==> src/rtl/mem_access_unit_pkg.sv <==
// Shared definitions for the MEM-stage data access unit.
// Latency: n/a (types, constants and pure helper functions only).
// Backpressure: n/a.
package mem_access_unit_pkg;

    // MEM-stage memory operation encoding (4 bits wide, carried on mem_op)
    typedef enum logic [3:0] {
        OP_NOP = 4'd0,
        OP_LB  = 4'd1,
        OP_LBU = 4'd2,
        OP_LH  = 4'd3,
        OP_LHU = 4'd4,
        OP_LW  = 4'd5,
        OP_LWL = 4'd6,
        OP_LWR = 4'd7,
        OP_SB  = 4'd8,
        OP_SH  = 4'd9,
        OP_SW  = 4'd10,
        OP_SWL = 4'd11,
        OP_SWR = 4'd12
    } mem_op_e;

    typedef enum logic [1:0] {
        ST_IDLE = 2'd0,
        ST_WAIT = 2'd1,
        ST_DONE = 2'd2
    } state_e;

    // Byte-enable patterns (bit i enables byte lane i, little-endian)
    localparam logic [3:0] BE_NONE = 4'b0000;
    localparam logic [3:0] BE_B0   = 4'b0001;
    localparam logic [3:0] BE_LO   = 4'b0011;
    localparam logic [3:0] BE_HI   = 4'b1100;
    localparam logic [3:0] BE_ALL  = 4'b1111;

    function automatic logic is_load(input logic [3:0] op);
        return (op >= OP_LB) && (op <= OP_LWR);
    endfunction

    function automatic logic is_store(input logic [3:0] op);
        return (op >= OP_SB) && (op <= OP_SWR);
    endfunction

    function automatic logic is_unaligned_op(input logic [3:0] op);
        return (op == OP_LWL) || (op == OP_LWR) || (op == OP_SWL) || (op == OP_SWR);
    endfunction

    // Halfword ops need addr[0]=0, word ops need addr[1:0]=0.
    // LWL/LWR/SWL/SWR are by construction never misaligned.
    function automatic logic is_misaligned(input logic [3:0] op, input logic [1:0] off);
        logic m;
        m = 1'b0;
        case (op)
            OP_LH, OP_LHU, OP_SH: m = off[0];
            OP_LW, OP_SW:         m = (off != 2'b00);
            default:              m = 1'b0;
        endcase
        return m;
    endfunction

endpackage

==> src/rtl/mem_lane_fmt.sv <==
// Store lane steering / byte enables and load extraction / LWL-LWR merge.
// Latency: purely combinational, 0 cycles.
// Backpressure: none; outputs follow inputs.
// Ports: op/off select the operation and byte offset; wdata is the store
// source, rt_old the register merged by LWL/LWR, mem_rdata the bus word.
// wen/wdata_lane drive the bus for stores, load_data is the formatted load.
module mem_lane_fmt
    import mem_access_unit_pkg::*;
(
    input  logic [3:0]  op,
    input  logic [1:0]  off,
    input  logic [31:0] wdata,
    input  logic [31:0] rt_old,
    input  logic [31:0] mem_rdata,
    output logic [3:0]  wen,
    output logic [31:0] wdata_lane,
    output logic [31:0] load_data
);

    logic [7:0]  byte_sel;
    logic [15:0] half_sel;

    always_comb begin
        byte_sel = mem_rdata[7:0];
        case (off)
            2'd0:    byte_sel = mem_rdata[7:0];
            2'd1:    byte_sel = mem_rdata[15:8];
            2'd2:    byte_sel = mem_rdata[23:16];
            default: byte_sel = mem_rdata[31:24];
        endcase
        half_sel = off[1] ? mem_rdata[31:16] : mem_rdata[15:0];
    end

    always_comb begin
        wen        = BE_NONE;
        wdata_lane = wdata;
        load_data  = mem_rdata;
        case (op)
            OP_LB:  load_data = {{24{byte_sel[7]}}, byte_sel};
            OP_LBU: load_data = {24'h0, byte_sel};
            OP_LH:  load_data = {{16{half_sel[15]}}, half_sel};
            OP_LHU: load_data = {16'h0, half_sel};
            OP_LW:  load_data = mem_rdata;
            OP_LWL: begin
                case (off)
                    2'd0:    load_data = {mem_rdata[7:0],  rt_old[23:0]};
                    2'd1:    load_data = {mem_rdata[15:0], rt_old[15:0]};
                    2'd2:    load_data = {mem_rdata[23:0], rt_old[7:0]};
                    default: load_data = mem_rdata;
                endcase
            end
            OP_LWR: begin
                case (off)
                    2'd0:    load_data = mem_rdata;
                    2'd1:    load_data = {rt_old[31:24], mem_rdata[31:8]};
                    2'd2:    load_data = {rt_old[31:16], mem_rdata[31:16]};
                    default: load_data = {rt_old[31:8],  mem_rdata[31:24]};
                endcase
            end
            OP_SB: begin
                wen        = BE_B0 << off;
                wdata_lane = {4{wdata[7:0]}};
            end
            OP_SH: begin
                wen        = off[1] ? BE_HI : BE_LO;
                wdata_lane = {2{wdata[15:0]}};
            end
            OP_SW: begin
                wen        = BE_ALL;
                wdata_lane = wdata;
            end
            // SWL writes the top (off+1) bytes of rt into the low lanes
            OP_SWL: begin
                wen        = BE_ALL >> (~off);
                wdata_lane = wdata >> {~off, 3'b000};
            end
            // SWR writes the low (4-off) bytes of rt into the high lanes
            OP_SWR: begin
                wen        = BE_ALL << off;
                wdata_lane = wdata << {off, 3'b000};
            end
            default: begin
                wen        = BE_NONE;
                wdata_lane = wdata;
                load_data  = mem_rdata;
            end
        endcase
    end

endmodule

==> src/rtl/mem_access_unit.sv <==
// MEM-stage data access: decode, alignment check, ready/ack bus transaction, load formatting.
// Latency: 3 cycles minimum (issue, ack, done); misaligned/NOP ops resolve in the same cycle.
// Backpressure: stall_req holds IF..MEM until the bus completes; hold=1 freezes the DONE result.
// Ports: clk/rst (sync, active-high); mem_op/addr/wdata/rt_old from MEM; flush/hold from
// pipeline control; stall_req, rdata_out/rdata_valid, exc_* to the pipeline; dbus_* to memory.
module mem_access_unit
    import mem_access_unit_pkg::*;
#(
    parameter int ADDR_W       = 32,
    parameter int UNALIGNED_EN = 1,
    parameter int MAX_WAIT     = 16
) (
    input  logic              clk,
    input  logic              rst,
    input  logic [3:0]        mem_op,
    input  logic [ADDR_W-1:0] addr,
    input  logic [31:0]       wdata,
    input  logic [31:0]       rt_old,
    input  logic              flush,
    input  logic              hold,
    output logic              stall_req,
    output logic [31:0]       rdata_out,
    output logic              rdata_valid,
    output logic              exc_adel,
    output logic              exc_ades,
    output logic              exc_buserr,
    output logic              dbus_en,
    output logic [ADDR_W-1:0] dbus_addr,
    output logic [3:0]        dbus_wen,
    output logic [31:0]       dbus_wdata,
    input  logic [31:0]       dbus_rdata,
    input  logic              dbus_ack,
    input  logic              dbus_err
);

    localparam int CNT_W    = (MAX_WAIT > 1) ? $clog2(MAX_WAIT + 1) : 1;
    localparam int TO_LIMIT = (MAX_WAIT > 0) ? MAX_WAIT - 1 : 0;
    localparam logic [CNT_W-1:0] TO_CNT = CNT_W'(TO_LIMIT);

    state_e            state_q, state_d;
    logic [3:0]        op_q;
    logic [1:0]        off_q;
    logic              err_q;
    logic              kill_q;
    logic [CNT_W-1:0]  wait_cnt;

    logic [3:0]        op_eff;
    logic              op_ld, op_st, op_misal;
    logic              issue, timeout, bus_done, bus_fail;
    logic [3:0]        fmt_op;
    logic [1:0]        fmt_off;
    logic [3:0]        lane_wen;
    logic [31:0]       lane_wdata;
    logic [31:0]       load_data;

    // Without unaligned support the partial-word ops degrade to NOP
    assign op_eff   = ((UNALIGNED_EN == 0) && is_unaligned_op(mem_op)) ? OP_NOP : mem_op;
    assign op_ld    = is_load(op_eff);
    assign op_st    = is_store(op_eff);
    assign op_misal = is_misaligned(op_eff, addr[1:0]);

    assign issue    = (state_q == ST_IDLE) && (op_ld || op_st) && !op_misal && !flush;
    assign timeout  = (MAX_WAIT != 0) && (wait_cnt == TO_CNT);
    assign bus_done = (state_q == ST_WAIT) && (dbus_ack || dbus_err || timeout);
    // ack beats a simultaneous timeout; an explicit err always fails
    assign bus_fail = dbus_err || (timeout && !dbus_ack);

    // The formatter sees the live op while issuing and the captured op
    // while waiting, so the load merge uses the offset of the issued access.
    assign fmt_op  = (state_q == ST_IDLE) ? op_eff : op_q;
    assign fmt_off = (state_q == ST_IDLE) ? addr[1:0] : off_q;

    mem_lane_fmt u_lane_fmt (
        .op         (fmt_op),
        .off        (fmt_off),
        .wdata      (wdata),
        .rt_old     (rt_old),
        .mem_rdata  (dbus_rdata),
        .wen        (lane_wen),
        .wdata_lane (lane_wdata),
        .load_data  (load_data)
    );

    always_ff @(posedge clk) begin
        if (rst) begin
            state_q <= ST_IDLE;
        end else begin
            state_q <= state_d;
        end
    end

    always_comb begin
        state_d     = state_q;
        stall_req   = 1'b0;
        exc_adel    = 1'b0;
        exc_ades    = 1'b0;
        exc_buserr  = 1'b0;
        rdata_valid = 1'b0;
        case (state_q)
            ST_IDLE: begin
                if (!flush && (op_ld || op_st)) begin
                    if (op_misal) begin
                        exc_adel = op_ld;
                        exc_ades = op_st;
                    end else begin
                        stall_req = 1'b1;
                        state_d   = ST_WAIT;
                    end
                end
            end
            ST_WAIT: begin
                // An in-flight access is never abandoned; a flush only
                // suppresses its result once the bus completes.
                stall_req = 1'b1;
                if (bus_done) begin
                    state_d = (kill_q || flush) ? ST_IDLE : ST_DONE;
                end
            end
            ST_DONE: begin
                if (flush) begin
                    state_d = ST_IDLE;
                end else begin
                    rdata_valid = is_load(op_q) && !err_q;
                    exc_buserr  = err_q;
                    if (!hold) begin
                        state_d = ST_IDLE;
                    end
                end
            end
            default: state_d = ST_IDLE;
        endcase
    end

    always_ff @(posedge clk) begin
        if (rst) begin
            dbus_en    <= 1'b0;
            dbus_addr  <= '0;
            dbus_wen   <= BE_NONE;
            dbus_wdata <= 32'h0;
            rdata_out  <= 32'h0;
            op_q       <= OP_NOP;
            off_q      <= 2'b00;
            err_q      <= 1'b0;
            kill_q     <= 1'b0;
            wait_cnt   <= '0;
        end else begin
            case (state_q)
                ST_IDLE: begin
                    wait_cnt <= '0;
                    kill_q   <= 1'b0;
                    if (issue) begin
                        dbus_en    <= 1'b1;
                        dbus_addr  <= {addr[ADDR_W-1:2], 2'b00};
                        dbus_wen   <= lane_wen;
                        dbus_wdata <= lane_wdata;
                        op_q       <= op_eff;
                        off_q      <= addr[1:0];
                        err_q      <= 1'b0;
                    end
                end
                ST_WAIT: begin
                    wait_cnt <= wait_cnt + CNT_W'(1);
                    if (flush) begin
                        kill_q <= 1'b1;
                    end
                    if (bus_done) begin
                        dbus_en  <= 1'b0;
                        dbus_wen <= BE_NONE;
                        wait_cnt <= '0;
                        err_q    <= bus_fail;
                        if (is_load(op_q) && !bus_fail && !kill_q && !flush) begin
                            rdata_out <= load_data;
                        end
                    end
                end
                default: begin
                end
            endcase
        end
    end

endmodule

==> config.mk <==
export PLATFORM = sky130hd
export DESIGN_NAME = mem_access_unit
export DESIGN_NICKNAME = d
export VERILOG_FILES = /design/src/rtl/mem_access_unit_pkg.sv /design/src/rtl/mem_lane_fmt.sv /design/src/rtl/mem_access_unit.sv
export SDC_FILE = /design/constraint.sdc
export NUM_CORES = 1
export LEC_CHECK = 0
export BUFFER_PORTS_ARGS = -buffer_cell sky130_fd_sc_hd__buf_4
export CAP_MARGIN = 0
export CORE_AREA = 2 2 165 167
export CTS_CLUSTER_DIAMETER = 80
export CTS_CLUSTER_SIZE = 16
export DETAILED_ROUTE_END_ITERATION = 6
export DIE_AREA = 0 0 167 169
export HOLD_SLACK_MARGIN = 0.12
export PLACE_DENSITY = 0.58
export SYNTH_ARGS = -nofsm -noshare
export SYNTH_HDL_FRONTEND = slang
export SYNTH_SLANG_ARGS = --single-unit
==> constraint.sdc <==
create_clock -name clk -period 3.6 [get_ports clk]
set_clock_uncertainty 0.05 [all_clocks]
set_input_delay 0 -clock clk [delete_from_list [all_inputs] [get_ports clk]]
set_output_delay 0 -clock clk [all_outputs]
set_load 0.1 [all_outputs]
Yosys cells after proc, flatten, opt, wreduce, memory -nomap -nowiden
Index checks and enable logic that the tools add are counted.
W data, S select, Z words.
- input port bits: 138
- logic and storage cells: 130
- register bits: 114
- equal/unequal tests: 27
- reduce and logical (&&, ||, !) cells: 35
- shift-type cells: 5
- muxes and demuxes: 44
- add/subtract/negate cells: 1
- bitwise gates (word level): 1
- magnitude comparators: 6
- operators by type and width (cell ; count):
    $pmux W32 S3 ; 2
    $pmux W32 S6 ; 1
    $pmux W32 S4 ; 1
    $shl A32 B5 Y32 ; 1
    $shr A32 B5 Y32 ; 1
    $eq A4 B4 Y1 const B ; 7
    $pmux W8 S3 ; 1
    $eq A4 B3 Y1 const B ; 5
    $pmux W4 S5 ; 1
    $mux W1 ; 17
    $mux W16 ; 1
    $mux W4 ; 4
    $mux W2 ; 7
    $logic_and A1 B1 Y1 ; 13
    $eq A4 B2 Y1 const B ; 3
    $pmux W1 S2 ; 5
    $pmux W5 S2 ; 1
    $ge A4 B1 Y1 const B ; 2
    $le A4 B3 Y1 const B ; 2
    $ne A2 B2 Y1 const B ; 4
    $pmux W4 S2 ; 1
    $logic_not A1 Y1 ; 6
    $pmux W2 S3 ; 1
    $reduce_and A3 Y1 ; 2
    21 further kinds ; 30

Longest topological paths before layout
Gate-level depths: netlist (run 1).
- depth in word-level cells: 8
- mapped depth: 11
- gate-level depth less buffers: 8

Modules after synthesis
Synthesis (run 1) repeated with hierarchy kept, for this count alone.
- cells, all modules: 1020
- area, all modules: 8235.4 um^2
- by module, submodules not included (module ; cells each ; sequential area each (um^2) ; area each (um^2) ; instances):
    mem_access_unit ; 567 ; 2282.2 ; 4647.0 ; 1
    mem_lane_fmt ; 453 ; 0.0 ; 3588.4 ; 1

Worst setup path before layout (run 1)
OpenSTA, ideal clock, no wires.
- path kind: register to output
- start point: register state_q[1]
- end point: output exc_buserr
- buffers on the path: 2
- arrival time: 3.937 ns
- required time: 3.550 ns
- stages on the path, launching flop included: 5
- path slack: -0.387 ns
- cell sequence: dfxtp_1 > buf_2 > clkbuf_1 > inv_1 > nor4b_1
- longest elaborated chain between the ends: 2
- RTL lines (item ; RTL line ; text):
    from (decl) ; mem_access_unit.sv:40 ; state_e state_q, state_d;
    from (signal assigned) ; mem_access_unit.sv:88 ; state_q <= state_d;
    $eq A2 B2 Y1 ; mem_access_unit.sv:99 ; case (state_q)
    $mux W1 ; mem_access_unit.sv:99 ;
    to (decl) ; mem_access_unit.sv:26 ; output logic exc_buserr,
Every way passes these cells.

Final worst setup path (run 1)
- start point: register state_q[0]
- end point: register rdata_out[12]
- longest elaborated chain between the ends: 5
- elaborated cells between the ends (all ways): 20
- those cells by class: 9 x eq/ne; 7 x mux; 4 x reduce/logical
- RTL lines (item ; RTL line ; text):
    $logic_not A2 Y1 ; mem_access_unit.sv:70, mem_access_unit.sv:71 ;
    $mux W2 ; mem_access_unit.sv:71 ; assign fmt_off = (state_q == ST_IDLE) ? addr[1:0] : off_q;
    $eq A2 B2 Y1, or another cell as far along ; mem_lane_fmt.sv:25, mem_lane_fmt.sv:45, mem_lane_fmt.sv:53 ;
    $pmux W32 S3, or another cell as far along ; mem_lane_fmt.sv:53 ; case (off)
    $pmux W32 S6 ; mem_lane_fmt.sv:38 ; case (op)
    to (signal assigned) ; mem_access_unit.sv:172 ; rdata_out <= load_data;
    to (decl) ; mem_access_unit.sv:22 ; output logic [31:0] rdata_out,
Parallel ways exist; a longest one is shown, timed or not.
A chain may end at the register's enable or synchronous reset.

==> results of run 1 <==
[state kept, by name, indices dropped and copies added (netlist names)]
register    cells
dbus_addr      30
dbus_en         1
dbus_wdata     32
dbus_wen        4
err_q           1
kill_q          1
off_q           2
op_q            4
rdata_out      32
state_q         2
wait_cnt        5
[worst max-delay path, cell delays in order, from the launching register on]
cell	delay, ps
dfxtp_2	410
or2_1	410
a31oi_1	540
or2_1	710
o31ai_1	200
a221oi_1	250
a21oi_1	110
dlygate4sd3_1	590
[through the flow]
| stage | instance area [um2] | std cells | setup WS, ps | power [mW] |
|---|---|---|---|---|
| 6_report | 12000 | 1730 | 219 | 4.86 |
| 5_1_grt | 12000 | 1730 | 15.7 | 5.05 |
| 4_1_cts | 12000 | 1730 | 50.6 | 4.86 |
| 3_5_place_dp | 9950 | 1553 | 498 | 3.03 |
| 3_3_place_gp | 9950 | 1553 | 563 | 3.03 |
| 2_1_floorplan | 7800 | 1030 | 298 | 2.53 |
[layout by cell type, fill, tap and decap left out, drive strengths merged, types with 14 or more instances in the layout]
cell type    instances
a221oi              55
dfxtp              114
inv                 14
nor3                25
nand2              219
a21oi               66
clkbuf              17
dlygate4sd3        145
o21ai               74
buf                279
o22ai               21
a22oi               17
o31ai               34
nor2                82
mux2i               55
[cells in the mapped netlist, types with 3 or more instances]
cell	instances
a211oi_1	9
a21boi_0	8
a21oi_1	66
a221oi_1	55
a222oi_1	7
a22o_1	9
a22oi_1	17
a311oi_1	8
a31oi_1	6
a32o_1	9
buf_2	30
buf_4	9
clkbuf_1	56
dfxtp_1	114
inv_1	7
mux2_2	12
mux2i_1	55
mux4_2	8
nand2_1	219
nand2b_1	5
nand3b_1	8
nand4b_1	4
nor2_1	79
nor2_2	3
nor3_1	25
nor4_1	3
nor4b_1	4
o21ai_0	58
o21ai_1	16
o221ai_1	9
o22ai_1	20
o2bb2ai_1	8
o31ai_1	34
or3_1	3
[worst max-delay path by stage]
stage	endpoint	slack, ps
detailed placement	dbus_wdata[4]$_SDFFE_PP0P_	500
global placement	dbus_wdata[4]$_SDFFE_PP0P_	560
CTS	rdata_out[14]$_SDFFE_PP0P_	50
floorplan	exc_adel	300
finish	rdata_out[12]$_SDFFE_PP0P_	220
global route	rdata_out[16]$_SDFFE_PP0P_	20
[area by class of cell]
| type | count | area, um2 | share of cell area |
|---|---|---|---|
| inverters | 8 | 30.0 | 0.00250 |
| multi-input cells | 811 | 5090 | 0.425 |
| clock inverters | 15 | 146 | 0.0122 |
| repair buffers | 424 | 3580 | 0.299 |
| clock buffers | 17 | 425 | 0.0355 |
| flip-flops and latches | 114 | 2280 | 0.191 |
| well taps | 341 | 427 | 0.0356 |
[logic make-up (layout without fill, tap and decap cells)]
kind of cell               Yosys count  after routing  share of synthesized area
AOI/OAI and AO/OA                  360            360                      0.326
xor gates and xnor gates             1              1                    0.00113
adders and majority gates            2              2                    0.00321
buffers and inverters              105            464                     0.0598
DFF                                114            114                      0.293
muxes                               75             75                      0.111
other                                1              2                   0.000482
and+or+nand+nor                    371            371                      0.205
[report_power, final]
part	switching [mW]	internal (mW)	leakage [nW]	total, mW
registers	0.0523	1.33	0.929	1.38
clock network	0.741	0.968	0.270	1.71
logic	1.16	0.606	3.79	1.77
[metal layers]
| layer | up-vias | part of all wire | track usage |
|---|---|---|---|
| met3 | 57 | 0.072 | 0.0419 |
| li1 | 4554 | - | - |
| met2 | 449 | 0.46 | 0.374 |
| met5 | - | 0 | 0 |
| met1 | 4623 | 0.44 | 0.310 |
| met4 | 0 | 0.024 | 0.0795 |
[what timing repair did]
action                     in CTS  in global routing
resized for setup               0                  5
hold buffers                  145                  0
setup endpoints to repair       0                 30
hold endpoints to repair      107                  0
==> out/metrics.cfg, run 1 <==
[status]
status=finished clean

[global_route]
global_route.overflow_total=0
globalRouteTotalUtil=0.231
global_route_wire_length_before_repair_um=52500
first_global_vias=9328
grt_start_max_net_pins=65
grt_antenna_before_repair=0

[clock_network]
htreeDepth=4
clock_tree.root_cell=clkbuf_16
tritoncts_buffers=17
cts-root-to-sink-buffers=2
post-cts-setup-buffer-count=0
cts_tree=done
clkSinkCount=114
clk_pin_slew_ps=60
clock_latency_ps=430

[hold_path]
min_delay_worst_endpoint=rdata_out[17]$_SDFFE_PP0P_
timing.hold.worst_path_depth=5
holdCritStartpoint=rt_old[17]
hold_crit_path_type=input port to register

[drt]
via_count=9683
drt_drc_violations_left=0
detail_route.first_pass.iterations=7
finalWirelength_um=33800
first_iter_violations=1083
antenna_left=0
avgRoutedWirePerCell_um=19.5
route.detailed.vias_per_inst=5.60

[timing]
setup-violations-final=0
grt_setup_unrepaired=no
final.period_utilization=0.939
tightestPinTransition_ps=817
final_hold_viol_count=0
tns_ps=0
timing.max_slew.rel_slack=0.455
final.hold.worst_slack_ps=158
max_freq_mhz=296
slew_viol_final=0
final_period_minus_worst_setup_slack_ps=3380

[power_and_ir_drop]
irDropWorstVdd_mv=0.291
power_density_mw_per_mm2=406
p_leak_nw=4.98

[logic_synthesis]
post_synth_inst_count=1029
postSynthAreaPerCell_um2=7.56
netlist.top_cell.by_area=dfxtp_1
ys_seq_elements=114
post_synthesis_cell_area_mm2=0.00778
synth_edf_count=0
synth_largest_type_area_fraction=0.293
synth.top_cells.by_area=dfxtp_1, nand2_1, mux2i_1
synth_flop_type=dfxtp_1
synth.yosys.warnings=0
synth_async_sr_flop_share=0
synth-seq-area-share=0.293
synth_cell_types=70

[placement]
port-buffer-count=241
place_congestion=0.911
dp_hpwl_um=22700

[setup_path]
setup.worst_path.start=state_q[0]$_SDFFE_PP0P_
crit_path_max_fanout=16
r2r_end=rdata_out[12]$_SDFFE_PP0P_
worst_setup_path_end_kind=register
startpoint_type=register
worst_r2r_startpoint=state_q[0]$_SDFFE_PP0P_
r2r_slack_ps=220
worst_r2r_path_depth=7
timing.critical_path.required_ps=3850
cp.arrival_ps=3630
path_class=register to register

[final_layout]
postLayoutCoreUtil=0.452
n_fill_cell=2659
layout-drive-gt1-share=0.256
antennaDiodeCount=0
syn_to_final_growth_pct=54.1
layout.nets=1516

[floorplanning]
floorplan.io_pins=244
floorplan.core_area_mm2=0.0265
initial_core_utilization=0.294
die_boundary_width_um=167
die_y_um=169
die-area_mm2=0.0282
std_cell_rows=60

[run]
cap_viol_max_count=0

No activity file was read; power rests on OpenSTA's default activity.
==> run 2, diff against run 1 <==
RECOVER_POWER = 100   (was unset)
clock period = 4.1 ns   (was 3.6 ns; I/O delays follow)
==> run 2 against run 1 <==
Effect of this change: non-clock buffer count fell by 3; final cell count fell by 0.17%; sequential share of layout area rose by 0.81 points; worst hold slack got worse by 35 ps; critical path depth rose by 1; die area did not move; sequential power fell by 12%; clock power fell by 16%; count of clock-buffer cells in the layout did not move; largest cell class unchanged.
==> out/metrics.cfg, run 2 (synthesis gave the netlist of run 1 again) <==
[status]
status=finished clean

[global_route]
first_global_vias=9164  ; -1.8%
global_route_wire_length_before_repair_um=52400  ; -0.21%
grt_start_max_net_pins=84  ; +29%
globalRouteTotalUtil=0.232  ; +0.00113
global_route.overflow_total=0  ; unchanged
grt_antenna_before_repair=0  ; unchanged

[run]
cap_viol_max_count=0  ; unchanged

[final_layout]
reg_top3=dbus_wdata x32, rdata_out x32, dbus_addr x30
layout.cells.most_common=nand2_1
antennaDiodeCount=0  ; unchanged
syn_to_final_growth_pct=47.6
layout_common_cells=nand2_1, buf_4, dlygate4sd3_1, dfxtp_1, clkbuf_1
layout.nets=1513  ; -0.20%
layout-drive-gt1-share=0.165  ; -0.0904

[timing]
setup-violations-final=0  ; unchanged
tightestPinTransition_ps=1280  ; +465 ps
final.period_utilization=0.940  ; +0.00105
max_freq_mhz=259  ; -12%
tns_ps=0  ; unchanged
slew_viol_final=0  ; unchanged
final_hold_viol_count=0  ; unchanged
final_period_minus_worst_setup_slack_ps=3850  ; +474 ps
grt_setup_unrepaired=no
timing.max_slew.rel_slack=0.149  ; -0.307

[clock_network]
clock_tree.root_cell=clkbuf_16
clock_latency_ps=430  ; about the same
htreeDepth=4  ; unchanged
post_cts_resized=0  ; unchanged
post-cts-setup-buffer-count=0  ; unchanged
tritoncts_buffers=17  ; unchanged
cts-root-to-sink-buffers=2  ; unchanged
clk_pin_slew_ps=60  ; about the same
postCtsHoldBufs=152  ; +4.8%
cts_tree=done
clkSinkCount=114  ; unchanged

[setup_path]
crit_path_max_fanout=20  ; +4
path_class=register to register
worst_setup_path_end_kind=register
startpoint_type=register
timing.critical_path.required_ps=4420  ; +570 ps
cp.arrival_ps=4180  ; +550 ps

[placement]
port-buffer-count=241  ; unchanged
dp_hpwl_um=22400  ; -1.7%
place_congestion=0.931  ; +2.2%

[floorplanning]
die_boundary_width_um=167  ; unchanged
die-area_mm2=0.0282  ; unchanged
floorplan.core_area_mm2=0.0265  ; unchanged
die_y_um=169  ; unchanged
floorplan.io_pins=244  ; unchanged
std_cell_rows=60  ; unchanged
initial_core_utilization=0.294  ; unchanged

[power_and_ir_drop]
power_density_mw_per_mm2=362  ; -11%
cellInternalPower_mw=2.44  ; -16%
fin_total_pwr_mw=4.15  ; -15%
portion_of_total_power_attributed_to_combinational_logic=0.360  ; -0.004
power_switching_mw=1.72  ; -12%
seq_power_share=0.293  ; +0.009
p_clk_frac=0.348  ; -0.003
irDropWorstVdd_mv=0.225  ; -23%
sw_frac_of_total=0.414  ; +0.0109
p_leak_nw=4.52  ; -9.3%

[drt]
via_count=9675  ; -0.083%
finalWirelength_um=33900  ; +0.34%
detail_route.first_pass.iterations=6  ; -1
avgRoutedWirePerCell_um=19.6  ; +0.52%
route.detailed.vias_per_inst=5.60  ; about the same
antenna_left=0  ; unchanged
drt_drc_violations_left=0  ; unchanged
first_iter_violations=1209  ; +12%

[hold_path]
hold_crit_path_type=input port to register

run 2: path summary, 6_finish.rpt:
path | startpoint | end | slack [ps] | depth (start not counted)
max | state_q[1]$_SDFFE_PP0P_ | dbus_wdata[13]$_SDFFE_PP0P_ | 250 | 8
min | rst | dbus_addr[30]$_SDFFE_PP0P_ | 120 | 2
max reg2reg | state_q[1]$_SDFFE_PP0P_ | dbus_wdata[13]$_SDFFE_PP0P_ | 250 | 8
min reg2reg | dbus_addr[8]$_SDFFE_PP0P_ | dbus_addr[8]$_SDFFE_PP0P_ | 400 | 2
run 2: area by class of cell:
class | instances | area (um2)
Clock inverter | 15 | 125
Fill cell | 2719 | 15000
Timing Repair Buffer | 421 | 3170
Multi-Input combinational cell | 811 | 5020
Inverter | 8 | 30.0
Clock buffer | 17 | 425
Sequential cell | 114 | 2280
Tap cell | 341 | 427
run 2: power groups by stage:
| stage | combinational (mW) | clock (mW) | sequential, mW |
|---|---|---|---|
| after global routing | 1.58 | 1.51 | 1.22 |
| after global placement | 1.41 | 0 | 1.24 |
| after detailed placement | 1.41 | 0 | 1.24 |
| final | 1.49 | 1.44 | 1.22 |
| after CTS | 1.54 | 1.47 | 1.22 |
| after floorplan | 0.607 | 0 | 1.61 |
run 2: through the flow:
stage          worst slack, ps  instance area, um2  hold WS (ps)   util  cells
2_1_floorplan              113                7790          27.2      -   1030
3_3_place_gp              1030                9850           178  0.372   1543
3_5_place_dp               963                9850           175  0.372   1543
4_1_cts                    421               11900           129  0.450   1727
5_1_grt                   25.5               11500           183  0.433   1727
6_report                   245               11500           123  0.433   1727
run 2: worst max-delay path, cell delays in order, from the launching register on:
cell	delay [ps]
dfxtp_1	490
nor2_1	520
buf_4	310
mux2_2	560
nor2_1	730
a22o_1	250
a211oi_1	90
o31ai_1	230
dlygate4sd3_1	570
run 2: routing by layer:
metal  part of all wire  track usage
met4              0.024       0.0772
met2               0.47        0.380
met3              0.082       0.0465
met1               0.43        0.307
met5                  0            0
